**config.mk**
```make
export PLATFORM = sky130hd
export DESIGN_NAME = sprite_anim_color
export DESIGN_NICKNAME = d
export VERILOG_FILES = /design/src/rtl/sprite_pkg.sv /design/src/rtl/sprite_anim_ctrl.sv /design/src/rtl/sprite_anim_color.sv
export SDC_FILE = /design/constraint.sdc
export NUM_CORES = 1
export LEC_CHECK = 0
export ABC_CLOCK_PERIOD_IN_PS = 14150
export BUFFER_PORTS_ARGS = -buffer_cell sky130_fd_sc_hd__buf_2
export CORE_MARGIN = 2
export CORE_UTILIZATION = 60
export DETAILED_ROUTE_END_ITERATION = 10
export PLACE_DENSITY = 0.88
export SYNTH_ARGS = -nofsm -noshare
export SYNTH_HDL_FRONTEND = slang
export SYNTH_SLANG_ARGS = --single-unit
```
**constraint.sdc**
```tcl
create_clock -name clk -period 14.15 [get_ports clk]
set_clock_uncertainty 0.05 [all_clocks]
set_input_delay 2.83 -clock clk [delete_from_list [all_inputs] [get_ports clk]]
set_output_delay 2.83 -clock clk [all_outputs]
set_load 0.02 [all_outputs]
```
**src/rtl/sprite_pkg.sv**
```systemverilog
// sprite_pkg: shared animation state encoding and colour defaults for the sprite block
package sprite_pkg;
    localparam logic [1:0] ST_STOP = 2'd0;
    localparam logic [1:0] ST_RUN  = 2'd1;
    localparam logic [1:0] ST_DONE = 2'd2;
    localparam logic [15:0] SPR_BG_COLOR   = 16'hFFFF;
    localparam logic [15:0] SPR_TRANSP_KEY = 16'h0000;
endpackage

```
**src/rtl/sprite_anim_ctrl.sv**
```systemverilog
// sprite_anim_ctrl: animation FSM that divides frame_tick pulses and steps the frame index
module sprite_anim_ctrl
    import sprite_pkg::*;
#(
    parameter int FRAMES    = 4,
    parameter int FRAME_DIV = 8,
    parameter int FI_W      = 2
)(
    input  logic            clk,
    input  logic            rst,
    input  logic            anim_en_i,
    input  logic            oneshot_i,
    input  logic            frame_tick_i,
    output logic [FI_W-1:0] frame_idx_o,
    output logic            anim_done_o
);
    localparam int DIV_W = FRAME_DIV > 1 ? $clog2(FRAME_DIV) : 1;

    logic [1:0]      state_q, state_d;
    logic [DIV_W-1:0] div_q, div_d;
    logic [FI_W-1:0] frame_q, frame_d;
    logic            wrap, last;

    assign wrap = div_q == DIV_W'(FRAME_DIV - 1);
    assign last = frame_q == FI_W'(FRAMES - 1);
    assign frame_idx_o = frame_q;
    assign anim_done_o = state_q == ST_DONE;

    // next state: frame only moves on a counted tick; leaving DONE rewinds to frame 0
    always_comb begin
        state_d = state_q;
        div_d   = div_q;
        frame_d = frame_q;
        case (state_q)
            ST_STOP: state_d = anim_en_i ? ST_RUN : ST_STOP;
            ST_RUN: begin
                if (!anim_en_i) begin
                    state_d = ST_STOP;
                end else if (frame_tick_i) begin
                    div_d = wrap ? '0 : div_q + 1'b1;
                    if (wrap && last && oneshot_i)
                        state_d = ST_DONE;
                    else if (wrap)
                        frame_d = last ? '0 : frame_q + 1'b1;
                end
            end
            ST_DONE: begin
                if (!anim_en_i) begin
                    state_d = ST_STOP;
                    div_d   = '0;
                    frame_d = '0;
                end
            end
            default: state_d = ST_STOP;
        endcase
    end

    // state, divider and frame registers with synchronous reset overriding every input
    always_ff @(posedge clk) begin
        if (rst) begin
            state_q <= ST_STOP;
            div_q   <= '0;
            frame_q <= '0;
        end else begin
            state_q <= state_d;
            div_q   <= div_d;
            frame_q <= frame_d;
        end
    end
endmodule

```
**src/rtl/sprite_anim_color.sv**
```systemverilog
// sprite_anim_color: sprite hit test, flipped ROM addressing, colour-key transparency and animation
module sprite_anim_color
    import sprite_pkg::*;
#(
    parameter int          SPR_W      = 133,
    parameter int          SPR_H      = 39,
    parameter int          FRAMES     = 4,
    parameter int          FRAME_DIV  = 8,
    parameter logic [15:0] TRANSP_KEY = SPR_TRANSP_KEY,
    parameter logic [15:0] BG_COLOR   = SPR_BG_COLOR,
    parameter int          ADDR_W     = $clog2(SPR_W * SPR_H * FRAMES),
    parameter int          FI_W       = FRAMES > 1 ? $clog2(FRAMES) : 1
)(
    input  logic              clk,
    input  logic              rst,
    input  logic [9:0]        x,
    input  logic [8:0]        y,
    input  logic [9:0]        posx,
    input  logic [8:0]        posy,
    input  logic              isplay,
    input  logic              flip_h,
    input  logic              anim_en,
    input  logic              oneshot,
    input  logic              frame_tick,
    output logic [ADDR_W-1:0] rom_addr,
    input  logic [15:0]       rom_data,
    output logic [15:0]       color,
    output logic              is_display,
    output logic [FI_W-1:0]   frame_idx,
    output logic              anim_done
);
    logic [10:0] x_end;
    logic [9:0]  y_end;
    logic [9:0]  dx, col;
    logic [8:0]  dy;
    logic        hit;
    logic [15:0] color_q, color_d;
    logic        disp_q, disp_d;

    sprite_anim_ctrl #(
        .FRAMES    (FRAMES),
        .FRAME_DIV (FRAME_DIV),
        .FI_W      (FI_W)
    ) u_ctrl (
        .clk          (clk),
        .rst          (rst),
        .anim_en_i    (anim_en),
        .oneshot_i    (oneshot),
        .frame_tick_i (frame_tick),
        .frame_idx_o  (frame_idx),
        .anim_done_o  (anim_done)
    );

    // window ends are one bit wider so a sprite near the screen edge does not wrap
    assign x_end = {1'b0, posx} + 11'(SPR_W);
    assign y_end = {1'b0, posy} + 10'(SPR_H);
    assign hit = isplay && x >= posx && {1'b0, x} < x_end && y >= posy && {1'b0, y} < y_end;
    assign dx  = x - posx;
    assign dy  = y - posy;
    assign col = flip_h ? 10'(SPR_W - 1) - dx : dx;
    assign rom_addr = ADDR_W'(frame_idx) * ADDR_W'(SPR_W * SPR_H) + ADDR_W'(dy) * ADDR_W'(SPR_W) + ADDR_W'(col);
    assign color      = color_q;
    assign is_display = disp_q;

    // opaque sprite pixels pass through, everything else shows background
    always_comb begin
        disp_d  = hit && rom_data != TRANSP_KEY;
        color_d = disp_d ? rom_data : BG_COLOR;
    end

    // one-cycle registered pixel output
    always_ff @(posedge clk) begin
        if (rst) begin
            color_q <= BG_COLOR;
            disp_q  <= 1'b0;
        end else begin
            color_q <= color_d;
            disp_q  <= disp_d;
        end
    end
endmodule

```
# Word level (Yosys, flattened, before mapping)

Cells that the tools add are included.

Register bits: 24
Latch bits: 0
Bits in writable memories: 0
Memory bits (read-only): 0
Input port bits: 61
Output and inout port bits: 35
Logic and storage cells: 64
Memories kept: 0

Add/subtract/negate cells: 9
Multipliers: 2
Divide/modulo/power cells: 0
Magnitude comparators: 4
Equal/unequal tests: 11
Shifts and indexed selects: 0
Mux-type cells: 18
Bitwise gates (word level): 1
Reductions and logical operators: 14

Operators by type and width:

| operator                | count |
|---|---|
| $mux W2                 | 9 |
| $reduce_bool A16 Y1     | 1 |
| $add A15 B10 Y15        | 1 |
| $add A15 B15 Y15        | 1 |
| $mul A2 B13 Y15 const B | 1 |
| $mul A9 B8 Y15 const B  | 1 |
| $mux W3                 | 4 |
| $add A10 B8 Y11 const B | 1 |
| $lt A10 B11 Y1          | 1 |
| $add A9 B6 Y10 const B  | 1 |
| $ge A10 B10 Y1          | 1 |
| $lt A9 B10 Y1           | 1 |
| $mux W10                | 1 |
| $sub A10 B10 Y10        | 1 |
| $sub A8 B10 Y10 const A | 1 |
| $ge A9 B9 Y1            | 1 |
| $sub A9 B9 Y9           | 1 |
| $ne A2 B2 Y1 const B    | 4 |
| $logic_and A1 B1 Y1     | 7 |
| $pmux W2 S3             | 1 |
| $pmux W3 S2             | 1 |
| $reduce_and A6 Y1       | 1 |
| $eq A2 B2 Y1 const B    | 2 |
| $pmux W2 S2             | 1 |
| 14 further kinds        | 14 |

# Depth between registers and ports, before layout

Gate-level depths: netlist of run 1.

Depth in word-level cells: 8
Mapped depth: 23
Mapped depth without buffers: 23

# By module

From an unflattened synthesis of run 1, not the netlist that was laid out.

Cell total of the unflattened synthesis: 464
Area total of the unflattened synthesis: 4,012.6 um^2

Modules (own cells, without submodules):

| module            | instances | cells each | area an instance (um^2) | seq. area each (um^2) |
|---|---|---|---|---|
| sprite_anim_color | 1         | 423        | 3,637.2                 | 340.3 |
| sprite_anim_ctrl  | 1         | 41         | 375.4                   | 140.1 |

# Worst setup path after synthesis of run 1

No wires, ideal clock.

Path type: input-to-output
Start: input port y[0]
End: output port rom_addr[14]
Arrival time: 7,347 ps
Data required time: 11,270 ps
Setup slack: 3,923 ps
Stages: 23
Path buffers: 0
Cells stage by stage: inv_1 > ha_1 > fa_1 > nor2b_1 > o21ai_0 > nand2b_1 > a21o_1 > a21oi_1 > xnor2_1 > ha_1 > inv_1 > fa_1 > inv_1 > fa_1 > ha_1 > ha_1 > a21oi_1 > nor2b_1 > nor2_1 > o21ai_0 > a41o_1 > o21a_1 > xnor2_1

Cells in the longest elaborated chain, start to end: 4

Ends and longest elaborated chain:

| what             | RTL line                | text |
|---|---|---|
| from (decl)      | sprite_anim_color.sv:17 | `input logic [8:0] y,` |
| $sub A9 B9 Y9    | sprite_anim_color.sv:59 | `assign dy = y - posy;` |
| $mul A9 B8 Y15   | sprite_anim_color.sv:61 | `assign rom_addr = ADDR_W'(frame_idx) * ADDR_W'(SPR_W * SPR_H) + ADDR_W'(dy) * ADDR_W'(SPR_W) + ADDR_W'(col);` |
| $add A15 B15 Y15 | sprite_anim_color.sv:61 |  |
| $add A15 B10 Y15 | sprite_anim_color.sv:61 |  |
| to (decl)        | sprite_anim_color.sv:25 | `output logic [ADDR_W-1:0] rom_addr,` |

No other way between the ends.

# Worst setup path after layout of run 1

Same ends and word-level chain as after synthesis.

==> results of run 1 <==
[power by group]
part / switching [uW] / internal, uW / total, uW / leakage, uW
registers: 0.625 / 68.4 / 69.0 / 0.000195
clock network: 21.0 / 37.8 / 58.8 / 0.0000357
logic: 460 / 312 / 772 / 0.00218
total: 481 / 419 / 900 / 0.00241
[worst max-delay path, delay by kind of cell]
| family | cells | cell delay [ns] |
|---|---|---|
| xor+xnor | 2 | 0.31 |
| buf+inv | 5 | 0.40 |
| compound gates | 7 | 1.04 |
| fa+ha+maj | 7 | 2.61 |
| simple gates | 4 | 0.48 |
[path summary, 6_finish.rpt]
check,cells past startpoint,start,to
min,1,u_ctrl.state_q[1],u_ctrl.state_q[0]
min reg2reg,1,u_ctrl.state_q[1],u_ctrl.state_q[0]
max reg2reg,6,u_ctrl.frame_idx_o[0],u_ctrl.frame_idx_o[1]
max,25,y[0],rom_addr[14]
[layout make-up]
class                   count  area share [%]
well taps                  77           2.103
repair buffers             95           10.38
clock buffers               3          0.9014
clock inverters             1          0.6556
multi-input cells         368           69.33
flip-flops and latches     24           10.49
inverters                  75           6.146
[flip-flops by register name, summed over array words and instances (netlist names)]
register            flops
color                  16
u_ctrl.frame_idx_o      2
u_ctrl.div_q            3
u_ctrl.state_q          2
is_display              1
[metrics by stage]
stage | instances | hold WS, ns | setup WS, ns | utilization, % | power (uW)
2_1_floorplan | 469 | 0.3887 | 3.923 | - | 645.9
5_1_grt | 643 | 0.4543 | 3.291 | 72.14 | 986.0
3_5_place_dp | 639 | 0.4191 | 3.584 | 71.01 | 843.7
6_report | 643 | 0.4299 | 3.593 | 72.14 | 900.0
3_3_place_gp | 639 | 0.4094 | 3.743 | 71.01 | 816.3
4_1_cts | 643 | 0.4319 | 3.589 | 72.14 | 908.9
[synth_stat cells, types with 2 or more instances]
cell / instances / share of area (%)
nor4_1: 7 / 1.1
o21ai_1: 2 / 0.25
nor2b_1: 9 / 1.4
a31oi_1: 3 / 0.47
or3_1: 4 / 0.63
a221oi_1: 3 / 0.66
o21bai_1: 4 / 0.76
or4_1: 2 / 0.38
nand3_1: 2 / 0.25
fa_1: 20 / 10
a21o_1: 9 / 1.7
nor2_1: 27 / 2.6
inv_1: 75 / 7.1
o21ai_0: 16 / 2.0
xnor2_1: 35 / 7.8
o21a_1: 4 / 0.76
o211ai_1: 4 / 0.76
nand2b_1: 23 / 3.6
dfxtp_1: 24 / 12
ha_1: 92 / 29
a21oi_1: 22 / 2.8
nand4_1: 6 / 0.95
xor2_1: 14 / 3.1
nor3_1: 12 / 1.5
a211oi_1: 3 / 0.57
and3_1: 3 / 0.47
nand2_1: 23 / 2.2
o31ai_1: 2 / 0.38
a2bb2oi_1: 2 / 0.44
a22oi_1: 2 / 0.38
[per-layer routing]
metal  vias up  wire, microns  share of wire (%)  track usage, %
met4         0            146                1.7           5.628
met2       107           4305                 49           45.45
li1       1796              -                  -               -
met3        15            477                5.4           2.237
met5         -              0                  0               0
met1      1657           3854                 44           31.00
[logic make-up (layout without fill, tap and decap cells)]
group           count (synthesis)  in the layout  synth area share (%)
compound gates                 82             82                 13.33
simple gates                  124            124                 16.65
mux                             1              1                0.2533
buf+inv                        77            174                 7.502
flops                          24             24                 12.16
xor+xnor                       49             49                 10.86
fa+ha+maj                     112            112                 39.25
==> impl_metrics.ini, run 1 <==
[status]
status = completed

[synthesis]
synth_warnings = 0
synthCells = 469
syn_avg_cell_area_sq_um = 8.428
synth_edf_count = 0
netlist_area_sq_um = 3953
ys_seq_area_share_pct = 12.16
synth_cell_types = 45
syn_nets = 642
async_flop_share_pct = 0
synth-seq-cells = 24
ys.flop_type = dfxtp_1

[cts]
cts_setup_buffers = 0
clkTransAtPathRegs_ns = 0.08
clkLatencyLatePin_ns = 0.26
cts_root_buf = clkbuf_8
hold_buffers = 0
cts.sinks = 24
htreeDepth = 1
cts_tree = built
cts_buffers = 3
cts_resized = 0
clk_path_buf_depth = 2

[routing]
dr.pass1.iters = 5
vias_per_cell = 5.560
wl_per_cell_microns = 13.66
via_count = 3575
drtAntennaViolNets = 0
drc = 0
finalWirelength_microns = 8784
drtIter0Drc = 131

[worst_setup_path]
critPathLaunchType = primary input
ff2ff_setup_slack_ns = 12.32
critPathKind = in2out
critPathMaxFanout = 4
crit_slowest_cell = fa_1
cp_common_cell = ha_1
crit_required_ns = 11.27
cp-end-kind = output pin
crit_arrival_ns = 7.68
slowest_delay_ns = 0.53

[die]
row_count = 29
dieArea_sq_um = 7253
io-pin-count = 96
initial_core_util_pct = 62.25
core_sq_um = 6350
dieHeight_microns = 85.17
fp.dieW_microns = 85.17

[final_layout]
multi_input_area_sq_um = 3176
regArea_sq_um = 480.5
mostFrequentLayoutCell = buf_2
final_nets = 740
nFillCells = 535
area_delta_synth_final_pct = 15.89
final_cell_mix = buf_2 (95), ha_1 (92), inv_1 (75), xnor2_1 (35), nor2_1 (27)
layout-drive-gt1-share_pct = 18.20
final_cell_area_sq_um = 4581
n_antenna_cell = 0

[power]
p_leak_uw = 0.002410
power.density_nw_per_um2 = 196.5
irDropWorstVdd_uv = 301.7

[placement]
gp_congestion = 0.8821
port_buffers = 95
place_hpwl_microns = 7821
place_area_sq_um = 4509

[timing]
period_share_pct = 74.61
tightest_slew_ns = 0.8279
grt_setup_unrepaired = no
finalSetupTns_ns = 0
setup_viol = 0
finalHoldViolCount = 0
drv_slew = 0
max_slew_margin_pct = 44.39
max_freq_ghz = 0.09472
finalCriticalPeriod_ns = 10.56

[global_route]
grt_pass1_vias = 3527
antenna_found_initial = 0
grt_use_total_pct = 24.66
grt_start_max_net_pins = 18
grt.overflow.total = 0
grt_pass1_wl_microns = 15120

[worst_hold_path]
hold_path.class = reg2reg

[flow_run]
cap_violations = 0
Power figures use the tool's default switching activity.
==> run 2, diff against run 1 <==
--- a/config.mk
+++ b/config.mk
@@ -5,12 +5,12 @@
 export SDC_FILE = /design/constraint.sdc
 export NUM_CORES = 1
 export LEC_CHECK = 0
-export ABC_CLOCK_PERIOD_IN_PS = 14150
+export ABC_CLOCK_PERIOD_IN_PS = 8800
 export BUFFER_PORTS_ARGS = -buffer_cell sky130_fd_sc_hd__buf_2
 export CORE_MARGIN = 2
-export CORE_UTILIZATION = 60
+export CORE_UTILIZATION = 50
 export DETAILED_ROUTE_END_ITERATION = 10
-export PLACE_DENSITY = 0.88
+export PLACE_DENSITY = 0.78
 export SYNTH_ARGS = -nofsm -noshare
 export SYNTH_HDL_FRONTEND = slang
 export SYNTH_SLANG_ARGS = --single-unit
==> constraint.sdc (replaced) <==
create_clock -name clk -period 8.8 [get_ports clk]
set_clock_uncertainty 0.05 [all_clocks]
set_input_delay 1.76 -clock clk [delete_from_list [all_inputs] [get_ports clk]]
set_output_delay 1.76 -clock clk [all_outputs]
set_load 0.02 [all_outputs]
==> run 2 against run 1 <==
Combinational power is 61% higher. Wire length shrank 5.4%. Die area rose by 19%. Worst hold slack got worse by 0.0046 ns. Sequential cell count unchanged. Largest cell class unchanged. Sequential power increased by 61%. Clock power up 58%. First-iteration DRC count down 36%. Global-route usage down 5.5 points.
==> impl_metrics.ini, run 2 (same netlist as run 1, synthesis figures left out) <==
[worst_setup_path]
critPathLaunchType = primary input
cp-end-kind = output pin
cp_common_cell = ha_1
path_buf_inv = 5
timing.rr.start = u_ctrl.state_q[0]
path_depth = 25
crit_required_ns = 6.99
crit_family = adder cells
crit_path_start = y[0]
crit_slowest_cell = fa_1
critPathMaxFanout = 4
critPathKind = in2out
crit_arrival_ns = 6.59
ff2ff_setup_slack_ns = 7.04
ff2ff_path_depth = 6
rr_endpoint = u_ctrl.frame_idx_o[1]
slowest_delay_ns = 0.53

[timing]
period_share_pct = 95.49
grt_setup_unrepaired = no
setup_viol = 0
max_slew_margin_pct = 46.02
max_freq_ghz = 0.1190
finalSetupTns_ns = 0
tightest_slew_ns = 0.8037
drv_slew = 0
finalHoldViolCount = 0
finalCriticalPeriod_ns = 8.403
fin_hold_ws_ns = 0.4253

[routing]
drc = 0
wl_per_cell_microns = 12.42
finalWirelength_microns = 8306
drtAntennaViolNets = 0
vias_per_cell = 5.223
dr.pass1.iters = 4
drtIter0Drc = 84
via_count = 3494

[power]
p_leak_uw = 0.002415
power.density_nw_per_um2 = 313.3
irDropWorstVdd_uv = 375.6

[final_layout]
layout-drive-gt1-share_pct = 18.34
area_delta_synth_final_pct = 16.87
final_cell_mix = buf_2 (95), ha_1 (92), inv_1 (75), xnor2_1 (35), nor2_1 (27)
mostFrequentLayoutCell = buf_2
final_nets = 741
largest_reg_flops = 16
regArea_sq_um = 480.5
nFillCells = 708
multi_input_area_sq_um = 3176
fin_util_pct = 60.09
n_antenna_cell = 0

[die]
core_sq_um = 7687
fp.dieW_microns = 92.91
row_count = 32
dieHeight_microns = 92.91
initial_core_util_pct = 51.42
dieArea_sq_um = 8632
io-pin-count = 96

[global_route]
grt_pass1_vias = 3366
antenna_found_initial = 0
grt.overflow.total = 0
grt_use_total_pct = 19.19
grt_pass1_wl_microns = 13990
grt_start_max_net_pins = 18

[worst_hold_path]
min_to = u_ctrl.state_q[0]
hold_path.class = reg2reg
hp-start = u_ctrl.state_q[1]
holdPathStages = 1

[cts]
cts_root_buf = clkbuf_8
clkTransAtPathRegs_ns = 0.08
hold_buffers = 0
htreeDepth = 1
cts_buffers = 3
clkLatencyLatePin_ns = 0.26
clk_path_buf_depth = 2
cts.sinks = 24
cts_tree = built

[status]
status = completed

[placement]
port_buffers = 95
gp_congestion = 0.8377
place_hpwl_microns = 7448

[flow_run]
cap_violations = 0
run 2: what timing repair did:
item	CTS	global route
buffers inserted	0	0
gates resized for setup	0	1
endpoints found under the setup margin	0	1
run 2: area by class of cell:
cell class                      instances  area share (%)
Sequential cell                        24           10.40
Inverter                               75           6.094
Clock buffer                            3          0.8938
Multi-Input combinational cell        368           68.74
Clock inverter                          1          0.6501
Timing Repair Buffer                   96           10.46
Tap cell                              102           2.763
run 2: metal layers:
metal	GRT usage (%)	vias to the layer above	part of all wire, %
met4	3.309	0	0.90
met1	25.72	1617	47
met2	34.24	71	48
met5	0	-	0
met3	1.302	8	3.7
li1	-	1798	-
run 2: worst max-delay path by stage:
| stage | end |
|---|---|
| floorplan | rom_addr[14] |
| global placement | rom_addr[14] |
| detailed placement | rom_addr[14] |
| CTS | rom_addr[14] |
| global route | rom_addr[14] |
| finish | rom_addr[14] |
run 2: worst register-to-register path, stage by stage (launching register included):
cell and delay, ns:
dfxtp_1 0.34, nor2b_1 0.20, and3_1 0.23, nor2_1 0.11, a21o_1 0.19, or3b_2 0.43
a21oi_1 0.14
run 2: where the power goes:
group,switching (uW),leakage (uW),internal [uW]
clock network,32.3,0.0000357,60.7
logic,741,0.00219,503
registers,0.962,0.000195,110
run 2: stage by stage:
stage | worst slack (ns) | power [uW] | cells | instance area, sq um
floorplan | 0.7132 | 1039 | 469 | 3953
global placement | 0.5032 | 1334 | 665 | 4548
detailed placement | 0.3909 | 1353 | 665 | 4548
CTS | 0.3857 | 1458 | 669 | 4619
global route | 0.04821 | 1608 | 669 | 4619
finish | 0.3967 | 1447 | 669 | 4619
==> run 3, diff against run 2 <==
--- a/config.mk
+++ b/config.mk
@@ -5,12 +5,13 @@
 export SDC_FILE = /design/constraint.sdc
 export NUM_CORES = 1
 export LEC_CHECK = 0
-export ABC_CLOCK_PERIOD_IN_PS = 8800
+export ABC_CLOCK_PERIOD_IN_PS = 9300
 export BUFFER_PORTS_ARGS = -buffer_cell sky130_fd_sc_hd__buf_2
 export CORE_MARGIN = 2
-export CORE_UTILIZATION = 50
+export CORE_UTILIZATION = 56
 export DETAILED_ROUTE_END_ITERATION = 10
-export PLACE_DENSITY = 0.78
+export PLACE_DENSITY = 0.83
+export RECOVER_POWER = 50
 export SYNTH_ARGS = -nofsm -noshare
 export SYNTH_HDL_FRONTEND = slang
 export SYNTH_SLANG_ARGS = --single-unit
==> constraint.sdc (replaced) <==
create_clock -name clk -period 9.3 [get_ports clk]
set_clock_uncertainty 0.05 [all_clocks]
set_input_delay 1.86 -clock clk [delete_from_list [all_inputs] [get_ports clk]]
set_output_delay 1.86 -clock clk [all_outputs]
set_load 0.02 [all_outputs]
==> run 3 against run 2 <==
The flow now finishes with violations (capacitance limit, slew limit). Highest routed layer unchanged. Critical path type unchanged. Clock power fell by 3.5%. Combinational power fell by 6%. Sequential share of layout area rose by 0.13 points.
==> impl_metrics.ini, run 3 (same netlist as run 1, synthesis figures left out) <==
[status]
status = finished, violations left
violations = capacitance limit, slew limit

[timing]
worst_slack_ns = 0.6793
period_share_pct = 92.70
finalHoldViolCount = 0
setup_viol = 0
finalSetupTns_ns = 0
drv_slew = 18
max_freq_ghz = 0.1160
grt_setup_unrepaired = no
finalCriticalPeriod_ns = 8.621
tightest_slew_ns = 2.186
max_slew_margin_pct = -47.08

[cts]
hold_buffers = 0
cts_resized = 0
cts_tree = built
cts_setup_buffers = 0
clk_path_buf_depth = 2
cts_root_buf = clkbuf_8
cts_buffers = 3
cts.sinks = 24
clkLatencyLatePin_ns = 0.26
htreeDepth = 1
clkTransAtPathRegs_ns = 0.08

[routing]
wl_met2_microns = 4282
top_layer = met4
wl_per_cell_microns = 13.13
drtAntennaViolNets = 0
route.met3.wl_microns = 402
drc = 0
finalWirelength_microns = 8694
via_count = 3534
wl_met1_microns = 3884
dr.pass1.iters = 4
drtIter0Drc = 91
vias_per_cell = 5.338

[worst_setup_path]
critPathMaxFanout = 4
crit_arrival_ns = 6.71
cp-end-kind = output pin
cp_common_cell = ha_1
slowest_delay_ns = 0.48
crit_slowest_cell = fa_1
crit_required_ns = 7.39
critPathKind = in2out
crit_chain = buf_2, inv_1, ha_1, nor2b_1, o21ai_0, a21oi_1, o21ai_0, xnor2_1, ha_1, ha_1, inv_1, fa_1, inv_1, fa_1, ha_1, ha_1, a21oi_1, nor2b_1, nor2_1, o21ai_0, a41o_1, o21a_1, xnor2_1, buf_2
critPathLaunchType = primary input
ff2ff_setup_slack_ns = 7.50

[final_layout]
largest_reg_flops = 16
layout-drive-gt1-share_pct = 13.96
final_cell_mix = ha_1 (92), inv_1 (75), buf_2 (72), xnor2_1 (35), nor2_1 (27)
area_delta_synth_final_pct = 15.38
mostFrequentLayoutCell = ha_1
n_antenna_cell = 0
final_nets = 740

[power]
p_leak_uw = 0.002365
irDropWorstVdd_uv = 460.2
power.density_nw_per_um2 = 297.1

[die]
dieArea_sq_um = 7746
fp.dieW_microns = 88.01
core_sq_um = 6794
io-pin-count = 96
row_count = 30
dieHeight_microns = 88.01
initial_core_util_pct = 58.18

[global_route]
grt_pass1_vias = 3382
grt_start_max_net_pins = 18
grt.overflow.total = 0
grt_pass1_wl_microns = 14200
grt_use_total_pct = 22.32
antenna_found_initial = 0

[placement]
gp_congestion = 0.8266
post-place-ws_ns = 0.7373
place_hpwl_microns = 7682
port_buffers = 95

[worst_hold_path]
hold_path.class = reg2reg

[flow_run]
cap_violations = 1
==> run 3: changes by cell type in the layout (fill, tap and decap cells not counted) <==
cell / change
nor4_1: +1
o21ai_1: -1
clkbuf_1: +23
nor4_4: -1
buf_2: -23
o21ai_0: +1
buf_4: -1
==> run 3: cell type report <==
class	instances	area (sq um)
clock buffers	3	41.29
clock inverters	1	30.03
fillers	595	2233
inverters	75	281.5
multi-input cells	368	3161
flip-flops and latches	24	480.5
well taps	96	120.1
repair buffers	95	446.7
==> run 3: routing by layer <==
| layer | vias up | track usage (%) |
|---|---|---|
| met4 | 0 | 4.270 |
| met2 | 85 | 42.01 |
| met5 | - | 0 |
| met1 | 1635 | 28.19 |
| li1 | 1799 | - |
| met3 | 15 | 1.320 |
==> run 3: metrics by stage <==
step | instances | power [uW] | area (sq um) | hold WS, ns | utilization, %
after floorplan | 469 | 982.7 | 3953 | 0.3887 | -
after global placement | 658 | 1246 | 4533 | 0.4109 | 66.72
after detailed placement | 658 | 1273 | 4533 | 0.4262 | 66.72
after CTS | 662 | 1373 | 4604 | 0.4377 | 67.77
after global routing | 662 | 1491 | 4561 | 0.4600 | 67.13
final | 662 | 1355 | 4561 | 0.4314 | 67.13
==> run 3: power breakdown <==
group | switching, uW | internal [uW]
Clock | 32.2 | 57.5
Combinational | 690 | 471
Sequential | 0.971 | 104
Total | 723 | 632
==> run 3: worst paths after layout <==
path / startpoint / to / cells after the start
hold reg to reg: u_ctrl.state_q[1] / u_ctrl.state_q[0] / 1
hold / removal: u_ctrl.state_q[1] / u_ctrl.state_q[0] / 1
setup / recovery: posy[1] / rom_addr[14] / 24
setup reg to reg: u_ctrl.frame_idx_o[0] / u_ctrl.frame_idx_o[1] / 6
==> run 3: critical path, delay by kind of cell <==
family,cells,cell delay [ns]
XOR/XNOR,2,0.30
AND/OR/NAND/NOR,3,0.34
adder cells (fa/ha/maj),7,2.39
AO/OA/AOI/OAI,7,1.33
buffers and inverters,5,0.47
